## config.mk

```make
export PLATFORM = sky130hd
export DESIGN_NAME = motor_drive_pwm
export DESIGN_NICKNAME = d
export VERILOG_FILES = /design/src/rtl/motor_pkg.sv /design/src/rtl/pwm_channel.sv /design/src/rtl/motor_drive_pwm.sv
export SDC_FILE = /design/constraint.sdc
export NUM_CORES = 1
export LEC_CHECK = 0
export CAP_MARGIN = 20
export CORE_ASPECT_RATIO = 1.5
export CORE_MARGIN = 4
export CORE_UTILIZATION = 43
export DETAILED_ROUTE_END_ITERATION = 8
export SLEW_MARGIN = 20
export SYNTH_ARGS = -nofsm -noshare
export SYNTH_HDL_FRONTEND = slang
export SYNTH_SLANG_ARGS = --single-unit
export TNS_END_PERCENT = 1
```

## constraint.sdc

```tcl
create_clock -name clk -period 6.1 [get_ports clk]
set_input_delay 0.61 -clock clk [delete_from_list [all_inputs] [get_ports clk]]
set_output_delay 0.61 -clock clk [all_outputs]
set_load 0.005 [all_outputs]
```

## src/rtl/motor_pkg.sv

```systemverilog
// Shared types and encodings for the two-wheel PWM motor drive.
package motor_pkg;

  typedef enum logic [1:0] {
    IDLE  = 2'd0,
    RUN   = 2'd1,
    BRAKE = 2'd2
  } state_t;

  localparam logic [3:0] DIR_FWD   = 4'b0000;
  localparam logic [3:0] DIR_LEFT  = 4'b0101;
  localparam logic [3:0] DIR_RIGHT = 4'b1001;
  localparam logic [3:0] DIR_STOP  = 4'b1111;

  localparam logic [1:0] PIN_FWD   = 2'b10;
  localparam logic [1:0] PIN_BRAKE = 2'b11;
  localparam logic [1:0] PIN_COAST = 2'b00;

  // Anything that is not one of the three drive codes is a stop request.
  function automatic logic is_drive(input logic [3:0] d);
    case (d)
      DIR_FWD, DIR_LEFT, DIR_RIGHT: return 1'b1;
      DIR_STOP:                     return 1'b0;
      default:                      return 1'b0;
    endcase
  endfunction

endpackage

```

## src/rtl/pwm_channel.sv

```systemverilog
// One wheel: slew-limited duty register stepped at period wrap, registered PWM compare.
module pwm_channel #(
  parameter int PWM_PERIOD = 1000,
  parameter int RAMP_STEP  = 50,
  parameter int DW         = $clog2(PWM_PERIOD + 1)
) (
  input  logic          clk,
  input  logic          rst_n,
  input  logic [DW-1:0] cnt,
  input  logic          wrap,
  input  logic [DW-1:0] target,
  input  logic          force_zero,
  output logic          pwm
);

  localparam logic [DW-1:0] STEP = DW'(RAMP_STEP);

  logic [DW-1:0] duty;
  logic [DW-1:0] duty_next;
  logic [DW:0]   up;
  logic [DW:0]   gap;

  // Extra bit on the up/gap arithmetic so clamping never sees a wrapped value.
  always_comb begin
    up        = {1'b0, duty} + {1'b0, STEP};
    gap       = {1'b0, duty} - {1'b0, target};
    duty_next = duty;
    if (duty < target)
      duty_next = (up > {1'b0, target}) ? target : up[DW-1:0];
    else if (duty > target)
      duty_next = (gap > {1'b0, STEP}) ? (duty - STEP) : target;
  end

  always_ff @(posedge clk) begin
    if (!rst_n) begin
      duty <= '0;
      pwm  <= 1'b0;
    end else if (force_zero) begin
      duty <= '0;
      pwm  <= 1'b0;
    end else begin
      if (wrap)
        duty <= duty_next;
      pwm <= (cnt < duty);
    end
  end

endmodule

```

## src/rtl/motor_drive_pwm.sv

```systemverilog
// Direction-code driven two-wheel H-bridge controller with slew-limited PWM and timed brake.
// state | meaning
// IDLE  | coasting, duties 0, waiting for a drive code
// RUN   | pins forward, duties ramp toward decoded targets
// BRAKE | pins brake, pwm 0, hold for BRAKE_CYCLES then re-evaluate dir_q
module motor_drive_pwm
  import motor_pkg::*;
#(
  parameter int PWM_PERIOD   = 1000,
  parameter int FULL_DUTY    = 1000,
  parameter int SLOW_DUTY    = 400,
  parameter int RAMP_STEP    = 50,
  parameter int BRAKE_CYCLES = 12_500_000
) (
  input  logic       clk,
  input  logic       rst_n,
  input  logic [3:0] dir,
  output logic       left_pwm,
  output logic       right_pwm,
  output logic [1:0] left_in,
  output logic [1:0] right_in,
  output logic       braking,
  output logic       moving
);

  localparam int DW = $clog2(PWM_PERIOD + 1);
  localparam int BW = $clog2(BRAKE_CYCLES + 1);
  localparam logic [DW-1:0] LAST   = DW'(PWM_PERIOD - 1);
  localparam logic [DW-1:0] FULL_T = DW'(FULL_DUTY);
  localparam logic [DW-1:0] SLOW_T = DW'(SLOW_DUTY);

  logic [3:0]    dir_q;
  logic [DW-1:0] cnt;
  logic          wrap;
  logic [BW-1:0] brake_cnt;
  state_t        state;
  logic [1:0]    pins;
  logic          stop_req;
  logic          force_zero;
  logic [DW-1:0] left_target;
  logic [DW-1:0] right_target;

  always_ff @(posedge clk) begin
    if (!rst_n) begin
      dir_q <= '0;
      cnt   <= '0;
    end else begin
      dir_q <= dir;
      cnt   <= wrap ? '0 : cnt + DW'(1);
    end
  end

  assign wrap         = (cnt == LAST);
  assign stop_req     = !is_drive(dir_q);
  // A stop seen in RUN zeroes duties on the same edge that enters BRAKE, overriding any wrap step.
  assign force_zero   = (state != RUN) || stop_req;
  assign left_target  = (dir_q == DIR_LEFT)  ? SLOW_T : FULL_T;
  assign right_target = (dir_q == DIR_RIGHT) ? SLOW_T : FULL_T;

  always_ff @(posedge clk) begin
    if (!rst_n) begin
      state     <= IDLE;
      pins      <= PIN_COAST;
      braking   <= 1'b0;
      moving    <= 1'b0;
      brake_cnt <= '0;
    end else begin
      case (state)
        IDLE: begin
          if (!stop_req) begin
            state  <= RUN;
            pins   <= PIN_FWD;
            moving <= 1'b1;
          end
        end
        RUN: begin
          if (stop_req) begin
            state     <= BRAKE;
            pins      <= PIN_BRAKE;
            braking   <= 1'b1;
            moving    <= 1'b0;
            brake_cnt <= BW'(BRAKE_CYCLES - 1);
          end
        end
        BRAKE: begin
          if (brake_cnt != '0) begin
            brake_cnt <= brake_cnt - BW'(1);
          end else if (stop_req) begin
            state   <= IDLE;
            pins    <= PIN_COAST;
            braking <= 1'b0;
          end else begin
            state   <= RUN;
            pins    <= PIN_FWD;
            braking <= 1'b0;
            moving  <= 1'b1;
          end
        end
        default: begin
          state   <= IDLE;
          pins    <= PIN_COAST;
          braking <= 1'b0;
          moving  <= 1'b0;
        end
      endcase
    end
  end

  assign left_in  = pins;
  assign right_in = pins;

  pwm_channel #(.PWM_PERIOD(PWM_PERIOD), .RAMP_STEP(RAMP_STEP), .DW(DW)) u_left (
    .clk        (clk),
    .rst_n      (rst_n),
    .cnt        (cnt),
    .wrap       (wrap),
    .target     (left_target),
    .force_zero (force_zero),
    .pwm        (left_pwm)
  );

  pwm_channel #(.PWM_PERIOD(PWM_PERIOD), .RAMP_STEP(RAMP_STEP), .DW(DW)) u_right (
    .clk        (clk),
    .rst_n      (rst_n),
    .cnt        (cnt),
    .wrap       (wrap),
    .target     (right_target),
    .force_zero (force_zero),
    .pwm        (right_pwm)
  );

endmodule

```

### Word-level counts from Yosys, hierarchy flattened

Cells that the tools add are included.

* register bits: 66
* input bits: 6
* output and inout port bits: 8
* logic and storage cells: 89

* add/sub/neg operators: 8
* magnitude comparators: 10
* equal/unequal tests: 10
* mux-type cells: 31
* bitwise gates (word level): 2
* reduce and logical (&&, ||, !) cells: 17

Operator list (number)
* two-way mux 10 bit: 10
* two-way mux 24 bit: 2
* case mux 24 bit (2 select lines): 1
* < comparator 10 bit: 4
* nonzero test 24 bit: 1
* subtractor 24 x 1 -> 24 bit (second input constant): 1
* adder 10 x 6 -> 11 bit (second input constant): 2
* > comparator 11 x 10 -> 1 bit: 2
* > comparator 11 x 6 -> 1 bit (second input constant): 2
* subtractor 10 x 10 -> 11 bit: 2
* > comparator 10 bit: 2
* subtractor 10 x 6 -> 10 bit (second input constant): 2
* two-way mux 2 bit: 7
* case mux 2 bit (3 select lines): 2
* adder 10 x 1 -> 10 bit (second input constant): 1
* equality test 10 bit (second input constant): 1
* AND reduction 3 bit: 3
* != test 2 bit (second input constant): 4
* two-way mux 1 bit: 7
* case mux 1 bit (3 select lines): 2
* AND reduction 2 bit: 3
* nonzero test 2 bit: 3
* equality test 4 x 3 -> 1 bit (second input constant): 1
* equality test 4 bit (second input constant): 1
* other kinds (10): 12

### Depth between registers and ports, before layout

* word-level depth: 7
* depth in mapped cells: 16
* gate-level depth less buffers: 15

### Hierarchy

A second synthesis with hierarchy kept.

* cell total of the unflattened synthesis: 790
* area, all modules: 6317.3 um2

By module, submodules not included
* motor_drive_pwm: times used 1, cells an instance 288, area each 2443.6 um2, seq. area each 860.8 um2
* pwm_channel at u_right: times used 1, cells an instance 270, area each 1954.4 um2, seq. area each 220.2 um2
* pwm_channel at u_left: times used 1, cells an instance 232, area each 1919.3 um2, seq. area each 220.2 um2

### Worst setup path after synthesis

Ideal clock, no wire load.

* path kind: register -> register
* start point: reg dir_q[2]
* end point: reg u_right.duty[4]
* setup time: 0.061 ns
* arrival time: 3.321 ns
* data required time: 6.039 ns
* path slack: 2.718 ns
* cell stages (with the launch flop): 15
* path buffers: 3
* period minus slack after synthesis: 3.382 ns
* cell sequence: dfxtp_1 -> nand4bb_2 -> buf_1 -> ha_1 -> fa_1 -> clkbuf_1 -> or4_4 -> and3_1 -> nor3_2 -> nand4_1 -> nand2_1 -> buf_6 -> o22ai_1 -> a221oi_2 -> a32o_1

* word-level cells in the longest chain between the ends: 7
* elaborated cells between the ends (all ways): 20
* classes of those cells: 1 x add/sub; 4 x order compare; 2 x eq/ne; 6 x mux; 7 x reduce/logical

Ends and longest elaborated chain
* from (decl): RTL line motor_drive_pwm.sv:32 `logic [3:0] dir_q;`
* from (signal assigned): RTL line motor_drive_pwm.sv:48 `dir_q <= dir;`
* equality test 4 bit: RTL line motor_pkg.sv:21, motor_drive_pwm.sv:58
* two-way mux 10 bit: RTL line motor_drive_pwm.sv:58 `assign right_target = (dir_q == DIR_RIGHT) ? SLOW_T : FULL_T;`
* subtractor 10 x 10 -> 11 bit: RTL line pwm_channel.sv:26 `gap = {1'b0, duty} - {1'b0, target};`
* > comparator 11 x 6 -> 1 bit: RTL line pwm_channel.sv:31 `duty_next = (gap > {1'b0, STEP}) ? (duty - STEP) : target;`
* two-way mux 10 bit: RTL line pwm_channel.sv:31
* two-way mux 10 bit: RTL line pwm_channel.sv:30 `else if (duty > target)`
* two-way mux 10 bit: RTL line pwm_channel.sv:28 `if (duty < target)`
* to (signal assigned): RTL line pwm_channel.sv:43 `duty <= duty_next;`
* to (decl): RTL line pwm_channel.sv:18 `logic [DW-1:0] duty;`

Parallel ways exist; a longest one is shown, timed or not. The select of a mux whose other input is x is not followed.
A chain may end at the register's enable or synchronous reset.

### Worst setup path in the final report

* start point: reg dir_q[3]
* end point: reg u_left.duty[7]

* word-level cells in the longest chain between the ends: 7
* elaborated cells between the ends (all ways): 20
* classes of those cells: 1 x add/sub; 4 x order compare; 2 x eq/ne; 6 x mux; 7 x reduce/logical

Ends and longest elaborated chain
* equality test 4 x 3 -> 1 bit: RTL line motor_pkg.sv:21, motor_drive_pwm.sv:57
* two-way mux 10 bit: RTL line motor_drive_pwm.sv:57 `assign left_target = (dir_q == DIR_LEFT) ? SLOW_T : FULL_T;`
* subtractor 10 x 10 -> 11 bit: RTL line pwm_channel.sv:26
* > comparator 11 x 6 -> 1 bit: RTL line pwm_channel.sv:31
* two-way mux 10 bit: RTL line pwm_channel.sv:31
* two-way mux 10 bit: RTL line pwm_channel.sv:30
* two-way mux 10 bit: RTL line pwm_channel.sv:28
* to (signal assigned): RTL line pwm_channel.sv:43
* to (decl): RTL line pwm_channel.sv:18

Parallel ways exist; a longest one is shown, timed or not. The select of a mux whose other input is x is not followed.

==> metrics.csv <==
stage,metric,value,unit
cells_and_area,n_diodes,0,
die,# IOs,14,
die,height of the die,139.5,um
global_route,"Remaining Overflow, GRT",0,
power,Net Sw Frac,0.2884,
synth,Syn Inst Count,623,
setup_path,Worst path most repeated cell,a2111oi_2,
power,P_int,0.8237,mW
cts,Clock Path Buffers,2,
setup_path,CP peak stage delay,0.83,ns
power,leakage,1.972,nW
global_route,M3 GR Usage,0.02970,
global_route,global-route met1 utilization,0.2077,
sta,minimum clock period,4.087,ns
cts,"CTS clk-pin slew, worst paths",0.06,ns
cts,post-CTS sizing,0,
setup_path,reg-to-reg startpoint,dir_q[3],
cts,worst skew pair latency,0.33,ns
synth,top-area cell type share of the netlist area,0.2546,
drt,DR vias/cell,5.868,
power,sequential share of power,0.409,
placement,routability cong.,0.9127,
power,pwr dens,214.8,nW/um^2
cts,TritonCTS Buffers,9,
sta,"Hold Vio Cnt, Final",0,
power,NetSw,0.3338,mW
cells_and_area,fin area,5389,um^2
sta,Final Worst Setup Slack,2.013,ns
setup_path,RR Endpoint,u_left.duty[7],
drt,Post-DRT Antenna Nets,0,
die,starting density of the core,0.4433,
cts,CTS tree,done,
placement,dpl cell area,5106,um^2
placement,dpl ws,1.971,ns
sta,Clock Skews,0.006555,ns
global_route,M2 GR Usage,0.3460,
drt,wire per inst,16.33,um
global_route,largest net degree at the start of global routing,21,
hold_path,Hold Path Sink,moving,
hold_path,Hold Path Class,reg -> reg,
global_route,gr busiest metal,met2,
cts,hold_buf cts,0,
drt,drt pass-1 iters,4,
global_route,gr usage total,0.1945,
power,worst vdd ir,0.2007,mV
global_route,antenna violations before repair,0,
global_route,vias in the first global route,4403,
drt,initial drt markers,235,
hold_path,hold wc startpoint,moving,
synth,synth cell count leaders,"63 x dfxtp_1, 57 x nor2_1, 53 x a21oi_1, 51 x nand2_1, 42 x ha_1",
sta,Slew HR,0.3702,
synth,Synthesis Warnings,0,
power,Total Power,1.157,mW
setup_path,critical-path maximum fanout,20,
sta,final setup TNS,0,ns
sta,Worst Max-Slew Pin Slew,0.9393,ns
die,CORE AREA,11170,um^2
cells_and_area,synthesis-to-layout area growth,8.790,%
die,Core Rows,47,
synth,top_reg_cell synth,dfxtp_1,
drt,# DRC,0,
setup_path,critical path's slowest cell,nand4bb_1,
outcome,status,"complete, no violations",
setup_path,CP Buf/Inv Count,0,
setup_path,worst path cell trace,"nand4bb_1, ha_1, fa_1, o21ai_0, o21a_2, a31oi_2, a2111oi_2, nor2_2, nand3_1, o21ai_1, a2111oi_2",
setup_path,Worst setup SP type,flip-flop,
cts,Root Buffer,clkbuf_16,
sta,# setup viols final,0,
power,Clk pwr share,0.414,
cells_and_area,Final Util,0.4823,
synth,Seq cells post-synth,63,
cells_and_area,layout cells sized above 1,0.06947,
sta,fmax,244.7,MHz
drt,Routed WL,12.51,mm
sta,unrepaired setup endpoints after global routing,no,
sta,period utilization,0.6700,
setup_path,R2R Setup Slk,2.01,ns
placement,hpwl dp,9.556,mm
synth,cell with the most instances after synthesis,dfxtp_1,
setup_path,Worst EP required,6.31,ns
cts,Post-CTS Setup Inserts,0,
synth,"Seq/Total Area, Yosys",0.2546,
setup_path,Crit Path Class,reg -> reg,
synth,synthesized cell area,4954,um^2
cts,CTS H-tree lvls,3,
drt,vias,4495,
hold_path,hold path cells,2,
power,Comb power frac,0.177,
placement,Inst Count DP,750,
synth,syn nets,673,
global_route,first-pass GRT wire length,20.75,mm
synth,top cell type by total area after synthesis,dfxtp_1,
setup_path,Reg2Reg Depth,11,
die,Die Footprint,13340,um^2
cells_and_area,Non-Filler Instances,766,
setup_path,Worst EP arrival,4.30,ns
synth,"Avg Cell Area, Syn",7.951,um^2
setup_path,CP Capture Type,flip-flop,
setup_path,CP top delay family,compound AO/OA/AOI/OAI gates,
synth,Synth area leaders,"dfxtp_1 25%, ha_1 11%, xnor2_1 5.8%, a21oi_1 5.4%, nor2_1 4.3%",
cells_and_area,Nets,664,
synth,post-synth cell types,82,
die,die width,95.64,um
synth,ys async rst share,0,
synth,number of synthesized flops with an enable pin,0,
cts,CTS Sinks,63,
sta,hold slack final,0.4544,ns
placement,port bufs,13,
flow_run,Max Cap Viol,0,
sta,Final Max Slew Viols,0,
==> how the worst max path moves through the flow <==
stage / startpoint / end / slack (ns) / cells past startpoint
2_1_floorplan: dir_q[2] / u_right.duty[4] / 2.72 / 14
3_3_place_gp: dir_q[3] / u_left.duty[7] / 2.12 / 11
3_5_place_dp: dir_q[3] / u_left.duty[7] / 1.97 / 11
4_1_cts: dir_q[3] / u_left.duty[7] / 1.96 / 11
5_1_grt: dir_q[3] / u_left.duty[7] / 1.60 / 11
6_report: dir_q[3] / u_left.duty[7] / 2.01 / 11
==> final cells by class <==
class	instances	area (um^2)
clock buffer	10	239.0
clock inverter	6	43.79
fill	1129	5784
inverter	35	131.4
multi-input combinational	491	3392
sequential	63	1261
tap	147	183.9
timing repair buffer	14	137.6
==> sequential cells by signal, summed over array words and instances (netlist names) <==
name,count
brake_cnt,24
braking,1
cnt,10
dir_q,4
left_in,2
moving,1
state,1
u_left.duty,9
u_left.pwm,1
u_right.duty,9
u_right.pwm,1
==> metal layers <==
| metal | up-vias | wire length, um |
|---|---|---|
| met5 | - | 0 |
| li1 | 2227 | - |
| met2 | 111 | 6703 |
| met3 | 42 | 342 |
| met1 | 2115 | 4960 |
| met4 | 0 | 499 |
==> layout by cell type, fill, tap and decap left out, types with 3 or more instances in the layout <==
master and n:
a211oi_1 9, a21oi_1 53, a221o_1 3, a31oi_1 8, and2_1 6, and3_1 7, clkbuf_16 9, clkdlybuf4s50_1 13
dfxtp_1 63, ha_1 42, inv_1 33, mux2i_1 6, nand2_1 51, nand2b_1 8, nand3_1 20, nand4_1 7
nand4b_1 6, nor2_1 57, nor2b_1 5, nor3_1 18, nor4_1 9, o211ai_1 3, o21a_1 13, o21ai_0 27
o21ai_1 3, o22ai_1 3, o2bb2ai_1 4, o31ai_1 3, or2_2 3, or4_4 3, xnor2_1 33, xor2_1 18
==> power by group through the flow <==
stage          Clock [mW]  Sequential, mW  Combinational, mW
4_1_cts             0.492           0.473              0.208
6_report            0.480           0.473              0.205
5_1_grt             0.513           0.478              0.231
3_3_place_gp            0           0.480              0.204
2_1_floorplan           0           0.475              0.164
3_5_place_dp            0           0.482              0.206
==> logic make-up (layout without fill, tap and decap cells) <==
kind of cell / Yosys count / in the layout / share of synthesized area
AO/OA/AOI/OAI: 169 / 169 / 0.2342
adder cells (fa/ha/maj): 44 / 44 / 0.1142
flip-flops: 63 / 63 / 0.2546
AND/OR/NAND/NOR: 221 / 221 / 0.2342
multiplexers: 6 / 6 / 0.01212
buffers and inverters: 69 / 65 / 0.06062
XOR/XNOR: 51 / 51 / 0.09017
==> worst register-to-register path, delay by kind of cell (launching register included) <==
family	cells	cell delay [ns]
AO/OA/AOI/OAI	6	1.47
AND/OR/NAND/NOR	3	1.17
adder cells (fa/ha/maj)	2	0.99
flip-flops	1	0.34
Power figures use the tool's default switching activity.
